<file path="src/rtl/logic_unit_seq.sv">
`timescale 1ns/1ps
`default_nettype none
// ============================================================================
// Module   : logic_unit_seq
// Purpose  : Multi-cycle bitwise logic unit. One of eight logic functions is
//            applied to two WIDTH-bit operands. The unit evaluates SLICE bits
//            per cycle, so an operation takes N = WIDTH/SLICE cycles. Zero and
//            parity flags accumulate across the slices. Input and output
//            use valid/ready handshakes.
// Ports    : clk        rising-edge clock
//            rst_n      asynchronous active-low reset
//            in_valid   A, B and op are valid
//            in_ready   unit can accept an operation
//            A, B       operands (WIDTH bits)
//            op         000 AND, 001 OR, 010 XOR, 011 NOR,
//                       100 XNOR, 101 NAND, 110 ANDN (A & ~B), 111 PASSA
//            out_valid  Logic_out, zero and parity are valid
//            out_ready  consumer takes the result
//            Logic_out  result (WIDTH bits)
//            zero       Logic_out == 0
//            parity     XOR reduction of Logic_out
// Revision : 1.0  initial release
// ============================================================================
module logic_unit_seq #(
  parameter int WIDTH = 32,
  parameter int SLICE = 8
) (
  input  logic             clk,
  input  logic             rst_n,
  input  logic             in_valid,
  output logic             in_ready,
  input  logic [WIDTH-1:0] A,
  input  logic [WIDTH-1:0] B,
  input  logic [2:0]       op,
  output logic             out_valid,
  input  logic             out_ready,
  output logic [WIDTH-1:0] Logic_out,
  output logic             zero,
  output logic             parity
);

  localparam int N  = WIDTH / SLICE;
  localparam int CW = (N > 1) ? $clog2(N) : 1;

  typedef enum logic [1:0] {
    IDLE = 2'd0,
    RUN  = 2'd1,
    DONE = 2'd2
  } state_t;

  state_t           state;
  state_t           state_nx;
  logic [WIDTH-1:0] a_lat;
  logic [WIDTH-1:0] b_lat;
  logic [2:0]       op_lat;
  logic [CW-1:0]    cnt;
  logic             zero_acc;
  logic             parity_acc;
  logic [SLICE-1:0] slice;
  logic             accept;
  logic             last;

  function automatic logic [SLICE-1:0] slice_fn(input logic [2:0]       f,
                                                 input logic [SLICE-1:0] x,
                                                 input logic [SLICE-1:0] y);
    logic [SLICE-1:0] r;
    case (f)
      3'b000:  r = x & y;
      3'b001:  r = x | y;
      3'b010:  r = x ^ y;
      3'b011:  r = ~(x | y);
      3'b100:  r = ~(x ^ y);
      3'b101:  r = ~(x & y);
      3'b110:  r = x & ~y;
      default: r = x;
    endcase
    return r;
  endfunction

  // in_ready depends combinationally on out_ready in DONE so a result can be
  // consumed and a new operation accepted on the same edge.
  assign in_ready  = (state == IDLE) || ((state == DONE) && out_ready);
  assign out_valid = (state == DONE);
  assign accept    = in_valid && in_ready;
  assign last      = (cnt == CW'(N - 1));

  always_comb begin
    slice = slice_fn(op_lat, a_lat[cnt*SLICE +: SLICE], b_lat[cnt*SLICE +: SLICE]);
  end

  always_ff @(posedge clk or negedge rst_n) begin
    if (!rst_n) begin
      state <= IDLE;
    end else begin
      state <= state_nx;
    end
  end

  always_comb begin
    state_nx = state;
    case (state)
      IDLE: if (accept) state_nx = RUN;
      RUN:  if (last) state_nx = DONE;
      DONE: if (out_ready) state_nx = in_valid ? RUN : IDLE;
      default: state_nx = IDLE;
    endcase
  end

  always_ff @(posedge clk or negedge rst_n) begin
    if (!rst_n) begin
      a_lat      <= '0;
      b_lat      <= '0;
      op_lat     <= '0;
      cnt        <= '0;
      zero_acc   <= 1'b0;
      parity_acc <= 1'b0;
      Logic_out  <= '0;
      zero       <= 1'b0;
      parity     <= 1'b0;
    end else if (accept) begin
      a_lat      <= A;
      b_lat      <= B;
      op_lat     <= op;
      cnt        <= '0;
      zero_acc   <= 1'b1;
      parity_acc <= 1'b0;
    end else if (state == RUN) begin
      // Only the current slice is written; the rest of Logic_out keeps the
      // previous result until its slice comes round.
      Logic_out[cnt*SLICE +: SLICE] <= slice;
      zero_acc   <= zero_acc & ~(|slice);
      parity_acc <= parity_acc ^ (^slice);
      if (last) begin
        zero   <= zero_acc & ~(|slice);
        parity <= parity_acc ^ (^slice);
        cnt    <= '0;
      end else begin
        cnt <= cnt + CW'(1);
      end
    end
  end

endmodule
`default_nettype wire
</file>
<file path="config.mk">
export PLATFORM = sky130hd
export DESIGN_NAME = logic_unit_seq
export DESIGN_NICKNAME = d
export VERILOG_FILES = /design/src/rtl/logic_unit_seq.sv
export SDC_FILE = /design/constraint.sdc
export NUM_CORES = 1
export LEC_CHECK = 0
export CAP_MARGIN = 10
export CORE_MARGIN = 2
export CORE_UTILIZATION = 27
export CTS_BUF_LIST = sky130_fd_sc_hd__clkbuf_4 sky130_fd_sc_hd__clkbuf_8 sky130_fd_sc_hd__clkbuf_16
export CTS_CLUSTER_SIZE = 24
export DETAILED_ROUTE_END_ITERATION = 10
export GPL_ROUTABILITY_DRIVEN = 0
export PLACE_DENSITY = 0.55
export REMOVE_ABC_BUFFERS = 1
export SYNTH_ARGS = -nofsm -noshare
export SYNTH_HDL_FRONTEND = slang
export SYNTH_SLANG_ARGS = --single-unit
</file>
<file path="constraint.sdc">
create_clock -name clk -period 7.5 [get_ports clk]
set_input_delay 1.5 -clock clk [delete_from_list [all_inputs] [get_ports clk]]
set_output_delay 1.5 -clock clk [all_outputs]
set_load 0.005 [all_outputs]
</file>
==> results of run 1 <==
[cells by family after synthesis]
logic type | after synthesis
mux | 91
flops | 107
simple gates | 94
compound gates | 70
buf+inv | 48
fa+ha+maj | 34
xor+xnor | 8
[synth_stat cells (5+ instances only)]
master,number,area (sq um)
ha_1,34,425
a21oi_1,5,25.0
mux2_2,68,766
buf_2,16,80.1
dfrtp_1,107,2680
nor2b_1,9,56.3
o21ai_1,14,70.1
nor3_1,5,25.0
nand2b_1,7,43.8
a22o_1,10,87.6
o31ai_1,16,120
nor2_1,9,33.8
xnor2_1,7,61.3
mux4_2,18,405
nand2_1,37,139
inv_1,24,90.1
[metrics by stage]
| stage | worst slack, ns | instances |
|---|---|---|
| floorplan | -0.107 | 428 |
| global placement | 3.31 | 809 |
| detailed placement | 3.28 | 809 |
| CTS | 3.29 | 823 |
| global route | 3.25 | 823 |
| finish | 3.30 | 823 |
[worst max-delay path, stage by stage]
cell and delay [ns]:
clkdlybuf4s50_1 0.45, inv_1 0.08, a21oi_1 0.15, clkdlybuf4s50_1 0.51
[final timing paths]
kind                            endpoint  slack [ns]  cells after the start          start
min reg2reg                Logic_out[12]        0.49                      2  Logic_out[12]
max                             in_ready        3.30                      4      out_ready
max in group asynchronous      a_lat[12]        5.11                      2          rst_n
min                        Logic_out[12]        0.49                      2  Logic_out[12]
min in group asynchronous  Logic_out[11]        1.17                      1          rst_n
max reg2reg                       parity        3.59                     12         cnt[1]
[flip-flops by register name, summed over array words and instances, names as in the netlist, 2 cells and up]
| register | count |
|---|---|
| op_lat | 3 |
| state | 2 |
| cnt | 2 |
| b_lat | 32 |
| a_lat | 32 |
| Logic_out | 32 |
[layout make-up]
cell class | instances | area (sq um) | area share (%)
clock buffers | 9 | 225 | 3.11
clock inverters | 5 | 78.8 | 1.09
inverters | 24 | 90.1 | 1.25
multi-input cells | 297 | 2730 | 37.7
flip-flops and latches | 107 | 2680 | 37.0
well taps | 270 | 338 | 4.67
repair buffers | 111 | 1100 | 15.2
[metal layers]
| metal | routed length [um] | up-vias | track usage, % |
|---|---|---|---|
| met5 | 0 | - | 0 |
| met4 | 180 | 0 | 3.48 |
| met3 | 699 | 14 | 3.37 |
| met2 | 5710 | 95 | 18.9 |
| met1 | 6220 | 1925 | 16.9 |
| li1 | - | 1825 | - |
[power breakdown]
group,total [mW],switching (mW),internal [mW]
combinational,2.06,0.993,1.07
clock,0.498,0.209,0.289
sequential,1.04,0.202,0.837
==> results.py, run 1 <==
metrics = {
    "place": {
        "post_dp_cell_area_sq_mm": 0.00693,
        "place_hpwl_um": 9410,
        "port_buffers": 106,
    },
    "final_layout": {
        "antenna_cells": 0,
        "final_util_pct": 35.5,
        "layout_common_cells": "dfrtp_1 (107), clkdlybuf4s50_1 (105), mux2_2 (68)",
        "n_fill_cell": 1982,
        "final_net_count": 655,
        "syn2layout_area_growth_pct": 28.6,
        "final_common_cell": "dfrtp_1",
        "final_area_sq_mm": 0.00723,
        "drive_above_1_share_pct": 21.0,
    },
    "route": {
        "wl_per_cell_um": 15.6,
        "drcViolationCount": 0,
        "wl_um": 12800,
        "antenna_left": 0,
        "dr.pass1.iters": 4,
        "viasPerCell": 4.69,
        "vias": 3859,
        "first_iter_violations": 109,
    },
    "floorplan": {
        "die_h_um": 148,
        "start_util_pct": 27.6,
        "ios": 107,
        "row_count": 52,
        "core-area_sq_mm": 0.0204,
        "die_w_um": 148,
        "die_area_sq_mm": 0.0220,
    },
    "global_routing": {
        "overflow": 0,
        "grt_pass1_vias": 3980,
        "antenna_found_initial": 1,
        "grt_pass1_wl_um": 21100,
        "track_usage_pct": 12.2,
        "grt_max_degree": 75,
    },
    "worst_setup_path": {
        "critPathRequiredTime_ns": 6.00,
        "crit_path_start_kind": "input pin",
        "worst-endpoint-arrival_ns": 2.70,
        "cp-end-kind": "output port",
        "critPathMaxFanout": 3,
        "worstSetupPathType": "input pin to output port",
    },
    "power": {
        "irDropWorstVdd_mv": 0.196,
        "leakage_nw": 2.99,
        "finalPower_mw": 3.60,
        "powerDensity_mw_per_mm2": 497,
    },
    "yosys": {
        "synth.avg_cell_area_sq_um": 12.4,
        "synth-simple-area-share_pct": 8.45,
        "yosys_register_bits": 107,
        "synth-seq-area-share_pct": 47.6,
        "synth_fa_ha_area_share_pct": 7.56,
        "ys_types": 50,
        "synth-edff-count": 0,
        "synth_compound_area_share_pct": 9.23,
        "ys_warn_count": 0,
        "synth_top_family_by_area": "multiplexers",
        "synth_mux_area_share_pct": 21.7,
        "netlist_instances": 452,
        "async_reset_ff_share_pct": 100,
        "synthFlopType": "dfrtp_1",
        "syn-cell-area_sq_mm": 0.00562,
        "synthXorXnorAreaFrac_pct": 1.25,
    },
    "timing": {
        "skew_ns": 0.00660,
        "hold_ws_ns": 0.488,
        "tightest_slew_ns": 1.09,
        "slew_headroom_pct": 27.5,
        "timing_hold_violations_final": 0,
        "tns_ns": 0,
        "maxSlewViolCount": 0,
        "fmax_ghz": 0.238,
        "period_minus_slack_ns": 4.20,
        "timing.final.crit_share_pct": 56.0,
        "grt_setup_unrepaired": "no",
        "report.final.setup_viol": 0,
    },
    "clock_network": {
        "path_clk_slew_ns": 0.07,
        "cts.path.max_buffers": 2,
        "clk_latency_ns": 0.35,
        "cts_resized": 0,
        "postCtsHoldBufs": 0,
        "cts-root-buf": "clkbuf_16",
        "numCtsBuffers": 9,
        "htreeDepth": 3,
        "cts_sinks": 107,
        "postCtsSetupBuffers": 0,
        "cts_tree": "built",
    },
    "run_status": {
        "status": "complete, no violations",
    },
    "flow_run": {
        "cap_violations": 0,
    },
    "worst_hold_path": {
        "hp-class": "flop to flop",
    },
}
Power figures use the tool's default switching activity.
==> run 2: changes to the inputs <==
Clock period 7.5 ns to 4.12 ns, I/O delays scaled along.
==> run 2 against run 1 <==
Sequential power is 80% higher. Clock-buffer cell count is 2 higher. Cell count is 0.61% higher. Largest cell class unchanged. Critical endpoint is now parity. Sequential share of layout area is 0.19 points lower. Global-route usage is 0.70 points higher. Combinational power is 87% higher. Clock skew is 0.0064 ns higher. Highest routed layer unchanged. Non-clock buffer count is 3 higher. Via count is 1.7% higher.
==> results.py, run 2 (synthesis results as in run 1) <==
metrics = {
    "timing": {
        "fmax_ghz": 0.274,
        "period_minus_slack_ns": 3.65,
        "tightest_slew_ns": 0.952,
        "hold_ws_ns": 0.491,
        "maxSlewViolCount": 0,
        "tns_ns": 0,
        "timing_hold_violations_final": 0,
        "skew_ns": 0.0130,
        "report.final.setup_viol": 0,
        "slew_headroom_pct": 36.6,
        "grt_setup_unrepaired": "no",
        "timing.final.crit_share_pct": 88.7,
    },
    "floorplan": {
        "die_area_sq_mm": 0.0220,
        "core-area_sq_mm": 0.0204,
        "start_util_pct": 27.6,
        "die_w_um": 148,
        "ios": 107,
        "row_count": 52,
        "die_h_um": 148,
    },
    "global_routing": {
        "overflow": 0,
        "track_usage_pct": 12.9,
        "antenna_found_initial": 0,
        "grt_pass1_vias": 4126,
        "grt_pass1_wl_um": 22000,
        "grt_max_degree": 77,
    },
    "final_layout": {
        "reg_top3": "Logic_out (32), a_lat (32), b_lat (32)",
        "final_util_pct": 35.7,
        "syn2layout_area_growth_pct": 29.2,
        "final_common_cell": "dfrtp_1",
        "final_net_count": 658,
        "antenna_cells": 0,
        "layout_common_cells": "dfrtp_1 (107), clkdlybuf4s50_1 (105), mux2_2 (68)",
        "drive_above_1_share_pct": 21.7,
    },
    "route": {
        "antenna_left": 0,
        "dr.pass1.iters": 4,
        "wl_per_cell_um": 16.5,
        "vias": 3925,
        "wl_um": 13700,
        "first_iter_violations": 203,
        "viasPerCell": 4.74,
        "drcViolationCount": 0,
    },
    "clock_network": {
        "htreeDepth": 3,
        "postCtsHoldBufs": 0,
        "cts_sinks": 107,
        "numCtsBuffers": 9,
        "cts_resized": 0,
        "cts.path.max_buffers": 2,
        "postCtsSetupBuffers": 0,
        "path_clk_slew_ns": 0.08,
        "clk_latency_ns": 0.37,
        "cts_tree": "built",
        "cts-root-buf": "clkbuf_16",
    },
    "worst_setup_path": {
        "crit_path_start_kind": "flop",
        "worst-endpoint-arrival_ns": 3.89,
        "reg2reg_setup_slack_ns": 0.47,
        "cp-end-kind": "flop",
        "cp_top_family": "multiplexers",
        "worstSetupPathType": "flop to flop",
        "path_cells": "buf_4 > mux4_2 > inv_1 > ha_1 > mux2_2 > mux4_2 > o22ai_2 > ha_1 > xnor2_1 > xnor2_1 > xnor2_1 > o21ai_0",
        "path_common_cell": "xnor2_1",
        "critPathMaxFanout": 14,
        "r2r-end": "parity",
        "crit_start": "cnt[0]",
        "cp_slowest_cell": "mux4_2",
        "max_stage_delay_ns": 0.61,
        "crit_buf_inv": 2,
        "worst_r2r_path_depth": 12,
        "critPathRequiredTime_ns": 4.36,
        "worstReg2RegStart": "cnt[0]",
    },
    "flow_run": {
        "cap_violations": 0,
    },
    "power": {
        "comb_power_share_pct": 58.2,
        "switching_share_pct": 40.0,
        "power_frac_seq_pct": 28.1,
        "p_clk_share_pct": 13.7,
        "p_int_mw": 3.98,
        "p_switching_mw": 2.65,
        "powerDensity_mw_per_mm2": 913,
        "irDropWorstVdd_mv": 0.460,
        "leakage_nw": 3.01,
    },
    "run_status": {
        "status": "complete, no violations",
    },
    "worst_hold_path": {
        "min_path_cells": 2,
        "hp-class": "flop to flop",
        "hold_end": "Logic_out[1]",
        "min-delay-start": "Logic_out[1]",
    },
    "place": {
        "port_buffers": 106,
        "place_hpwl_um": 9970,
    },
}
run 2: changes by cell type in the layout (fill, tap and decap cells not counted), sizes merged:
| cell | before | now |
|---|---|---|
| buf | 6 | 9 |
| clkinvlp | 0 | 1 |
| bufinv | 2 | 1 |
| clkbuf | 9 | 11 |
run 2: layout make-up:
cell class | count | area, sq um
Clock inverter | 5 | 60.1
Tap cell | 270 | 338
Timing Repair Buffer | 114 | 1130
Clock buffer | 11 | 246
Fill cell | 1976 | 13100
Sequential cell | 107 | 2680
Multi-Input combinational cell | 297 | 2730
Inverter | 24 | 90.1
run 2: tightest hold or removal path: stages (launching register included):
cell     delay, ns
dfrtp_1       0.35
nand2_1       0.05
o21ai_1       0.06
run 2: routing by layer:
metal | routed length [um] | global-route usage (%)
met5 | 0 | 0
met1 | 6380 | 17.8
met3 | 930 | 3.37
met4 | 267 | 5.19
met2 | 6080 | 19.5
run 2: power by group through the flow:
stage                     clock, mW  sequential [mW]  combinational (mW)
after global routing          0.965             1.94                4.34
after floorplan                   0             1.85                2.78
after global placement            0             1.87                3.67
after detailed placement          0             1.89                3.90
after CTS                     0.931             1.87                3.91
final                         0.906             1.87                3.86
run 2: worst max path at each step:
stage	depth (start not counted)	to	slack [ns]
after global placement	12	parity	0.61
final	12	parity	0.47
after global routing	12	parity	0.19
after CTS	12	parity	0.43
after detailed placement	12	parity	0.45
after floorplan	3	a_lat[0]	-2.81
run 2: stage by stage:
| step | setup slack [ns] | power [mW] | instance area (sq um) | cells |
|---|---|---|---|---|
| global placement | 0.609 | 5.54 | 6960 | 812 |
| detailed placement | 0.455 | 5.79 | 6960 | 812 |
| global route | 0.190 | 7.24 | 7270 | 828 |
| finish | 0.467 | 6.63 | 7270 | 828 |
| CTS | 0.428 | 6.72 | 7270 | 828 |
| floorplan | -2.81 | 4.63 | 5480 | 428 |
